`src/rtl/fft_pkg.sv`:
```
// Shared types and fixed-point helpers for the radix-2 butterfly datapath.
// Word geometry is fixed here; butterfly_pipe refuses any other WIDTH/TW_FRAC.
package fft_pkg;

   localparam int C_WIDTH   = 32;
   localparam int C_TW_FRAC = 14;
   localparam int HALF      = C_WIDTH / 2;
   localparam int PW        = 2*HALF + 1;   // sum of two products
   localparam int TW        = HALF + 2;     // rounded product
   localparam int SW        = HALF + 3;     // butterfly sum

   typedef struct packed {
      logic signed [HALF-1:0] re;
      logic signed [HALF-1:0] im;
   } cplx_t;

   typedef struct packed {
      logic signed [TW-1:0] re;
      logic signed [TW-1:0] im;
   } prod_t;

   localparam logic signed [SW-1:0] SAT_MAX = SW'((1 << (HALF-1)) - 1);
   localparam logic signed [SW-1:0] SAT_MIN = SW'(-(1 << (HALF-1)));

   function automatic logic sat_hit(input logic signed [SW-1:0] x);
      return (x > SAT_MAX) || (x < SAT_MIN);
   endfunction

   function automatic logic signed [HALF-1:0] sat_half(input logic signed [SW-1:0] x);
      if (x > SAT_MAX)      return SAT_MAX[HALF-1:0];
      else if (x < SAT_MIN) return SAT_MIN[HALF-1:0];
      else                  return x[HALF-1:0];
   endfunction

   // Round half-up, then drop the twiddle fraction bits.
   function automatic logic signed [TW-1:0] round_shift(input logic signed [PW-1:0] p);
      logic signed [PW-1:0] r;
      r = p + PW'(1 << (C_TW_FRAC-1));
      r = r >>> C_TW_FRAC;
      return r[TW-1:0];
   endfunction

   function automatic logic [C_WIDTH-1:0] pack_cplx(input cplx_t c);
      return {c.re, c.im};
   endfunction

   function automatic cplx_t unpack_cplx(input logic [C_WIDTH-1:0] x);
      cplx_t c;
      c.re = x[C_WIDTH-1:HALF];
      c.im = x[HALF-1:0];
      return c;
   endfunction

endpackage

```
`src/rtl/cmul_round.sv`:
```
// Stages S1/S2 of the butterfly: registers B and (optionally conjugated) W,
// then forms B*W and rounds it back to twiddle-free scale.
module cmul_round
   import fft_pkg::*;
(
   input  logic               clk,
   input  logic               en,
   input  logic [C_WIDTH-1:0] b,
   input  logic [C_WIDTH-1:0] w,
   input  logic               inverse,
   output prod_t              t
);

   cplx_t b_in, w_in, b1_q, w1_q;
   prod_t t_q;
   logic signed [2*HALF-1:0] p_rr, p_ii, p_ri, p_ir;
   logic signed [PW-1:0]     pr, pi;

   // NOTE: w_in is fully assigned before being patched, so no latch is inferred.
   always_comb begin
      b_in = unpack_cplx(b);
      w_in = unpack_cplx(w);
      if (inverse) w_in.im = sat_half(-SW'(w_in.im));
   end

   assign p_rr = (2*HALF)'(b1_q.re) * (2*HALF)'(w1_q.re);
   assign p_ii = (2*HALF)'(b1_q.im) * (2*HALF)'(w1_q.im);
   assign p_ri = (2*HALF)'(b1_q.re) * (2*HALF)'(w1_q.im);
   assign p_ir = (2*HALF)'(b1_q.im) * (2*HALF)'(w1_q.re);
   assign pr   = PW'(p_rr) - PW'(p_ii);
   assign pi   = PW'(p_ri) + PW'(p_ir);

   // NOTE: pure data registers carry no reset; validity is tracked by the top's valid bits.
   always_ff @(posedge clk) begin
      if (en) begin
         b1_q    <= b_in;
         w1_q    <= w_in;
         t_q.re  <= round_shift(pr);
         t_q.im  <= round_shift(pi);
      end
   end

   assign t = t_q;

endmodule

```
`src/rtl/butterfly_pipe.sv`:
```
// Three-stage radix-2 DIT butterfly: out0 = A + B*W, out1 = A - B*W, with
// optional /2 scaling, saturation, sticky overflow and valid/ready flow control.
module butterfly_pipe
   import fft_pkg::*;
#(
   parameter int WIDTH   = C_WIDTH,
   parameter int TW_FRAC = C_TW_FRAC
) (
   input  logic             clk,
   input  logic             rst_n,
   input  logic             in_valid,
   output logic             in_ready,
   input  logic [WIDTH-1:0] a,
   input  logic [WIDTH-1:0] b,
   input  logic [WIDTH-1:0] w,
   input  logic             inverse,
   input  logic             scale,
   output logic             out_valid,
   input  logic             out_ready,
   output logic [WIDTH-1:0] out0,
   output logic [WIDTH-1:0] out1,
   output logic             ovf,
   input  logic             ovf_clr
);

   if (WIDTH != C_WIDTH || TW_FRAC != C_TW_FRAC || C_TW_FRAC > HALF-2) begin : g_cfg_check
      $error("butterfly_pipe: WIDTH/TW_FRAC must match fft_pkg");
   end

   logic                 advance;
   logic                 v1_q, v2_q, out_valid_q, ovf_q, ovf_d, sat_d;
   logic                 sc1_q, sc2_q;
   cplx_t                a1_q, a2_q, o0_d, o1_d, o0_q, o1_q;
   prod_t                t2;
   logic signed [SW-1:0] s0r, s0i, s1r, s1i;

   function automatic logic signed [SW-1:0] scale_round(input logic signed [SW-1:0] s,
                                                        input logic sc);
      return sc ? ((s + SW'(1)) >>> 1) : s;
   endfunction

   // Stalls freeze every stage at once; bubbles are never squeezed out.
   assign advance  = !out_valid_q || out_ready;
   assign in_ready = advance;

   cmul_round u_cmul (
      .clk     (clk),
      .en      (advance),
      .b       (b),
      .w       (w),
      .inverse (inverse),
      .t       (t2)
   );

   always_ff @(posedge clk) begin
      if (advance) begin
         a1_q  <= unpack_cplx(a);
         sc1_q <= scale;
         a2_q  <= a1_q;
         sc2_q <= sc1_q;
      end
   end

   assign s0r = scale_round(SW'(a2_q.re) + SW'(t2.re), sc2_q);
   assign s0i = scale_round(SW'(a2_q.im) + SW'(t2.im), sc2_q);
   assign s1r = scale_round(SW'(a2_q.re) - SW'(t2.re), sc2_q);
   assign s1i = scale_round(SW'(a2_q.im) - SW'(t2.im), sc2_q);

   assign o0_d  = '{re: sat_half(s0r), im: sat_half(s0i)};
   assign o1_d  = '{re: sat_half(s1r), im: sat_half(s1i)};
   assign sat_d = sat_hit(s0r) | sat_hit(s0i) | sat_hit(s1r) | sat_hit(s1i);

   // A new saturation outranks a coincident clear.
   assign ovf_d = (advance && v2_q && sat_d) || (ovf_q && !ovf_clr);

   always_ff @(posedge clk or negedge rst_n) begin
      if (!rst_n) begin
         v1_q        <= 1'b0;
         v2_q        <= 1'b0;
         out_valid_q <= 1'b0;
         o0_q        <= '0;
         o1_q        <= '0;
         ovf_q       <= 1'b0;
      end else begin
         ovf_q <= ovf_d;
         if (advance) begin
            v1_q        <= in_valid;
            v2_q        <= v1_q;
            out_valid_q <= v2_q;
            if (v2_q) begin
               o0_q <= o0_d;
               o1_q <= o1_d;
            end
         end
      end
   end

   assign out_valid = out_valid_q;
   assign out0      = pack_cplx(o0_q);
   assign out1      = pack_cplx(o1_q);
   assign ovf       = ovf_q;

endmodule

```
`config.mk`:
```
export PLATFORM = sky130hd
export DESIGN_NAME = butterfly_pipe
export DESIGN_NICKNAME = d
export VERILOG_FILES = /design/src/rtl/fft_pkg.sv /design/src/rtl/cmul_round.sv /design/src/rtl/butterfly_pipe.sv
export SDC_FILE = /design/constraint.sdc
export NUM_CORES = 2
export LEC_CHECK = 0
export CORE_AREA = 2 2 466 468
export DETAILED_ROUTE_END_ITERATION = 10
export DIE_AREA = 0 0 468 470
export GPL_ROUTABILITY_DRIVEN = 1
export PLACE_DENSITY = 0.38
export SLEW_MARGIN = 20
export SYNTH_ARGS = -nofsm -noshare
export SYNTH_HDL_FRONTEND = slang
export SYNTH_SLANG_ARGS = --single-unit
```
`constraint.sdc`:
```
create_clock -name clk -period 11.5 [get_ports clk]
set_input_delay 3.45 -clock clk [delete_from_list [all_inputs] [get_ports clk]]
set_output_delay 3.45 -clock clk [all_outputs]
set_load 0.02 [all_outputs]
```
After elaboration in Yosys (flattened, before gate mapping)
Cells that the tools add are included.
Widths: inputs -> output; s select.
{"block": "classes", "mux": 15, "n_reduce_logical": 12, "order_cmp": 10, "n_addsub": 13, "bitwise_logic": 3, "mul": 4}
{"cell": "$mux 16", "n": 11}
{"cell": "$mul 16x16->32", "n": 4}
{"cell": "$gt 19x16->1 const B", "n": 5}
{"cell": "$lt 19x16->1 const B", "n": 5}
{"cell": "$add 19x2->19 const B", "n": 4}
{"cell": "$mux 19", "n": 4}
{"cell": "$add 32x15->32 const B", "n": 2}
{"cell": "$add 16x18->19", "n": 2}
{"cell": "$sub 16x18->19", "n": 2}
{"cell": "$add 32x32->32", "n": 1}
{"cell": "$sub 32x32->32", "n": 1}
{"cell": "$neg 16->19", "n": 1}
{"cell": "$logic_or 1x1->1", "n": 6}
{"cell": "$logic_and 1x1->1", "n": 3}
{"cell": "$or 1x1->1", "n": 3}
{"cell": "$logic_not 1->1", "n": 2}
{"cell": "$reduce_and 2->1", "n": 1}
{"block": "word_totals", "output_inout_bits": 67, "wordCells": 77, "ff_bits": 234}

Longest topological paths before layout
{"block": "logic_depth", "ltp_word": 10, "mapped_depth": 31, "ltp_nobuf": 30}

Hierarchy
Synthesis repeated with hierarchy kept, for this count alone.
{"block": "hier_totals", "cells_unflattened": 5662, "hier_area_um2": 53807.9}
{"mod": "cmul_round", "area_each_um2": 42744.7, "seq_area_each_um2": 3002.9, "instances": 1, "cells_each": 4385}
{"mod": "butterfly_pipe", "area_each_um2": 11063.1, "seq_area_each_um2": 3683.5, "instances": 1, "cells_each": 1277}

Worst setup path before layout
Ideal clock, no wire load.
{"block": "synth_path", "path_type": "input -> output", "start": "input out_ready", "end": "output in_ready", "arrival_ps": 7673, "path_stages": 1, "t_required_ps": 8050, "setup_slack_ps": 377, "path_cell_list": "nand2b_1"}
{"block": "synth_between", "elab_chain_cells": 1}
{"item": "start: declaration", "line": "butterfly_pipe.sv:19", "text": "input logic out_ready,"}
{"item": "$logic_or 1x1->1", "line": "butterfly_pipe.sv:43", "text": "assign advance = !out_valid_q || out_ready;"}
{"item": "end: declaration", "line": "butterfly_pipe.sv:12", "text": "output logic in_ready,"}
No other way between the ends.

Worst setup path in the final report
{"block": "layout_path", "start": "register u_cmul.b1_q[25] (netlist bit)", "end": "register u_cmul.t_q (netlist bit u_cmul.t[35]) (data pin)"}
{"block": "layout_between", "elab_chain_cells": 3}
{"item": "start: declaration", "line": "cmul_round.sv:14", "text": "cplx_t b_in, w_in, b1_q, w1_q;"}
{"item": "start signal: assignment", "line": "cmul_round.sv:36", "text": "b1_q <= b_in;"}
{"item": "$mul 16x16->32", "line": "cmul_round.sv:26", "text": "assign p_rr = (2*HALF)'(b1_q.re) * (2*HALF)'(w1_q.re);"}
{"item": "$sub 32x32->32", "line": "cmul_round.sv:30", "text": "assign pr = PW'(p_rr) - PW'(p_ii);"}
{"item": "$add 32x15->32", "line": "fft_pkg.sv:38", "text": "r = p + PW'(1 << (C_TW_FRAC-1));"}
{"item": "end: declaration", "line": "cmul_round.sv:15", "text": "prod_t t_q;"}
No other way between the ends.
A chain may end at the register's enable or synchronous reset.

==> reports/results.txt <==
Share of layout cells above drive strength 1: 3.79%
Unrepaired setup endpoints after global routing: false
Worst Skew: 0.0346 ns
Routability cong.: 0.808
Post-layout min period: 9.19 ns
Max Fclk: 0.109 GHz
Overflow after GRT: 0
CTS buffer count: 39
Startpoint class of the critical path: flop
Class of the worst hold path: reg -> reg
Status: finished, final reports clean
CTS root buffer: clkbuf_16
Sink Count: 234
FF+latch area: 6690 µm²
Max-slew violations: 0
# resized after CTS: 0
R2R cell count: 27
# rows: 171
Postcts setup bufs: 0
Synth top cells by count: inv_1 (1322), fa_1 (1153), nand2_1 (630)
Flop2flop setup slack: 2.31 ns
Worst path required time: 11.89 ns
Post-Syn Nets: 7291
Number of synthesis warnings: 0
IO Port Bufs: 169
Setup TNS: 0 ns
DR vias: 37000
Post-synthesis instance total: 5660
Post-synth EDFFs: 166
Die width: 468 µm
Part of the cycle the worst path needs: 79.9%
DRC: 0
TritonCTS clock tree: done
Boundary Pins: 170
Largest net degree at the start of global routing: 89
Crit path max fanout: 21
Max cap viols: 0
Post-Syn Area per Cell: 9.46 µm²
Worst Setup End Kind: flop
Layout overhead on the synthesized area: 11.7%
Core Footprint: 216000 µm²
Wire length per cell: 19.8 µm
Hold Vio Cnt, Final: 0
Drt first pass iters: 5
CTS Hold Buffers Added: 0
Final setup vio count: 0
Total track usage: 15.7%
Post-synth ARST share: 29.1%
Count leader, synth: inv_1
WHS Path Cells: 0
Synth Register Bits: 234
Post-route cell area: 59800 µm²
DR iter-0 viols: 1739
H-tree levels: 2
Sequential share of the synthesized area: 12.5%
Die height: 470 µm
Initial Util: 24.8%
Initial antenna violation count: 17
Slew HR: 20.6%
Clk_lat worst skew: 0.66 ns
Nets: 7325
Reg clk slew, reported paths: 0.05 ns
DP Area: 58400 µm²
Worst-margin pin slew: 1.18 ns
Synthesized cell area: 53600 µm²
Multi-input gate area: 40900 µm²
DIE AREA: 220000 µm²
Vias in the first global route: 41600
Layout filler cell count: 23000
Total detailed-routing wirelength: 170000 µm
Global-route wire length before repair: 261000 µm
Most used DFF post-synth: edfxtp_1
Area contributors post-synth: fa_1 (43%), edfxtp_1 (9.3%), inv_1 (9.3%)
Netlist cell types: 105
Hpwl dp: 141000 µm
Clk buf depth: 3
Routed Antenna Nets: 0
Yosys top cell area share: 43.1%
WP data arrival: 9.59 ns
Area leader, netlist: fa_1
Routed vias/inst: 4.30
Post-Route Utilization: 27.7%
Critical path class: reg -> reg
## path summary, 6_finish.rpt
check | from | endpoint
min | a1_q[29]$_DFFE_PN_ | a2_q[29]$_DFFE_PN_
max in group asynchronous | rst_n | out1[18]$_DFFE_PN0P_
min in group asynchronous | rst_n | out0[13]$_DFFE_PN0P_
max reg2reg | u_cmul.b1_q[25]$_DFFE_PN_ | u_cmul.t[35]$_DFFE_PN_
max | u_cmul.b1_q[25]$_DFFE_PN_ | u_cmul.t[35]$_DFFE_PN_
min reg2reg | a1_q[29]$_DFFE_PN_ | a2_q[29]$_DFFE_PN_
## kinds of logic (layout without fill, tap and decap cells)
logic type / count (synthesis) / count (layout) / synth area share [%]
AND/OR/NAND/NOR: 1606 / 1606 / 15.0
buffers and inverters: 1587 / 1651 / 11.2
adder cells (fa/ha/maj): 1528 / 1528 / 51.9
AO/OA/AOI/OAI: 552 / 552 / 6.82
flip-flops: 234 / 234 / 12.5
XOR/XNOR: 137 / 137 / 2.25
multiplexers: 16 / 16 / 0.329
other: 0 / 9 / 0
## layout make-up
type,instances,area share (%)
Multi-Input combinational cell,3839,68.3
Clock buffer,48,1.77
Clock inverter,23,0.475
Inverter,1325,8.31
Antenna cell,9,0.0376
Timing Repair Buffer,255,3.92
Sequential cell,234,11.2
Tap cell,2854,5.97
## cells in the final DEF (no fill, tap or decap), types with 9 or more instances in the layout
master           synthesis  routed
inv_1                 1322    1321
fa_1                  1153    1153
nand2_1                630     629
and2_1                 482     481
ha_1                   375     375
nor2_1                 179     179
clkdlybuf4s50_1          0     168
edfxtp_1               166     166
o21ai_0                155     155
a21oi_1                130     130
xnor2_1                109     109
buf_4                    4      85
dfrtp_1                 68      68
nor3_1                  56      56
nand2b_1                48      47
nand3_1                 40      40
clkbuf_16                0      40
o21a_1                  30      30
and3_1                  27      27
xor2_1                  27      27
nor4_1                  24      24
a21o_1                  23      23
nor2b_1                 23      23
o211ai_1                20      20
o21bai_1                19      19
or3_1                   18      18
o31ai_1                 18      18
nand4_1                 17      17
a211oi_1                16      15
a31oi_1                 15      15
or2_2                   14      14
mux2_2                  13      13
a32o_1                  11      11
and4_1                  10      10
diode_2                  0       9
## registers in the layout, indices dropped and copies added (netlist names)
register and cells:
a1_q 32, a2_q 32, out0 32, out1 32, out_valid 1, ovf 1
sc1_q 1, sc2_q 1, u_cmul.b1_q 32, u_cmul.t 36, u_cmul.w1_q 32, v1_q 1
v2_q 1
## metrics by stage
step	hold slack [ns]	cells	setup WS [ns]
global route	0.423	8578	1.81
detailed placement	0.406	8507	2.14
CTS	0.417	8578	2.16
finish	0.417	8587	2.31
global placement	0.404	8507	2.09
floorplan	0.400	5660	0.377
## layer usage
layer | track usage [%] | vias up | part of all wire (%)
li1 | - | 17200 | -
met1 | 20.9 | 19100 | 46
met2 | 27.9 | 539 | 49
met3 | 1.42 | 125 | 2.8
met4 | 2.85 | 2 | 1.8
met5 | 0 | - | 0.0077
## worst max-delay path, cell delays in order, from the launching register on
cell      delay [ns]
edfxtp_1        1.06
buf_4           0.38
nand2_1         0.11
fa_1            0.53
fa_1            0.50
inv_1           0.05
fa_1            0.48
inv_1           0.05
fa_1            0.50
fa_1            0.51
inv_1           0.06
fa_1            0.49
fa_1            0.49
inv_1           0.05
fa_1            0.47
inv_1           0.04
ha_1            0.27
a21o_1          0.15
a21o_1          0.18
a21oi_1         0.13
o21ai_0         0.21
a41o_1          0.38
a221o_1         0.42
o41ai_1         0.62
o21ai_0         0.33
nor4_1          0.23
nor3_1          0.11
xnor2_1         0.13
Power is left out: the tool's default activity adds up to more than one toggle a clock period on the data nets, which glitch-free logic cannot reach.
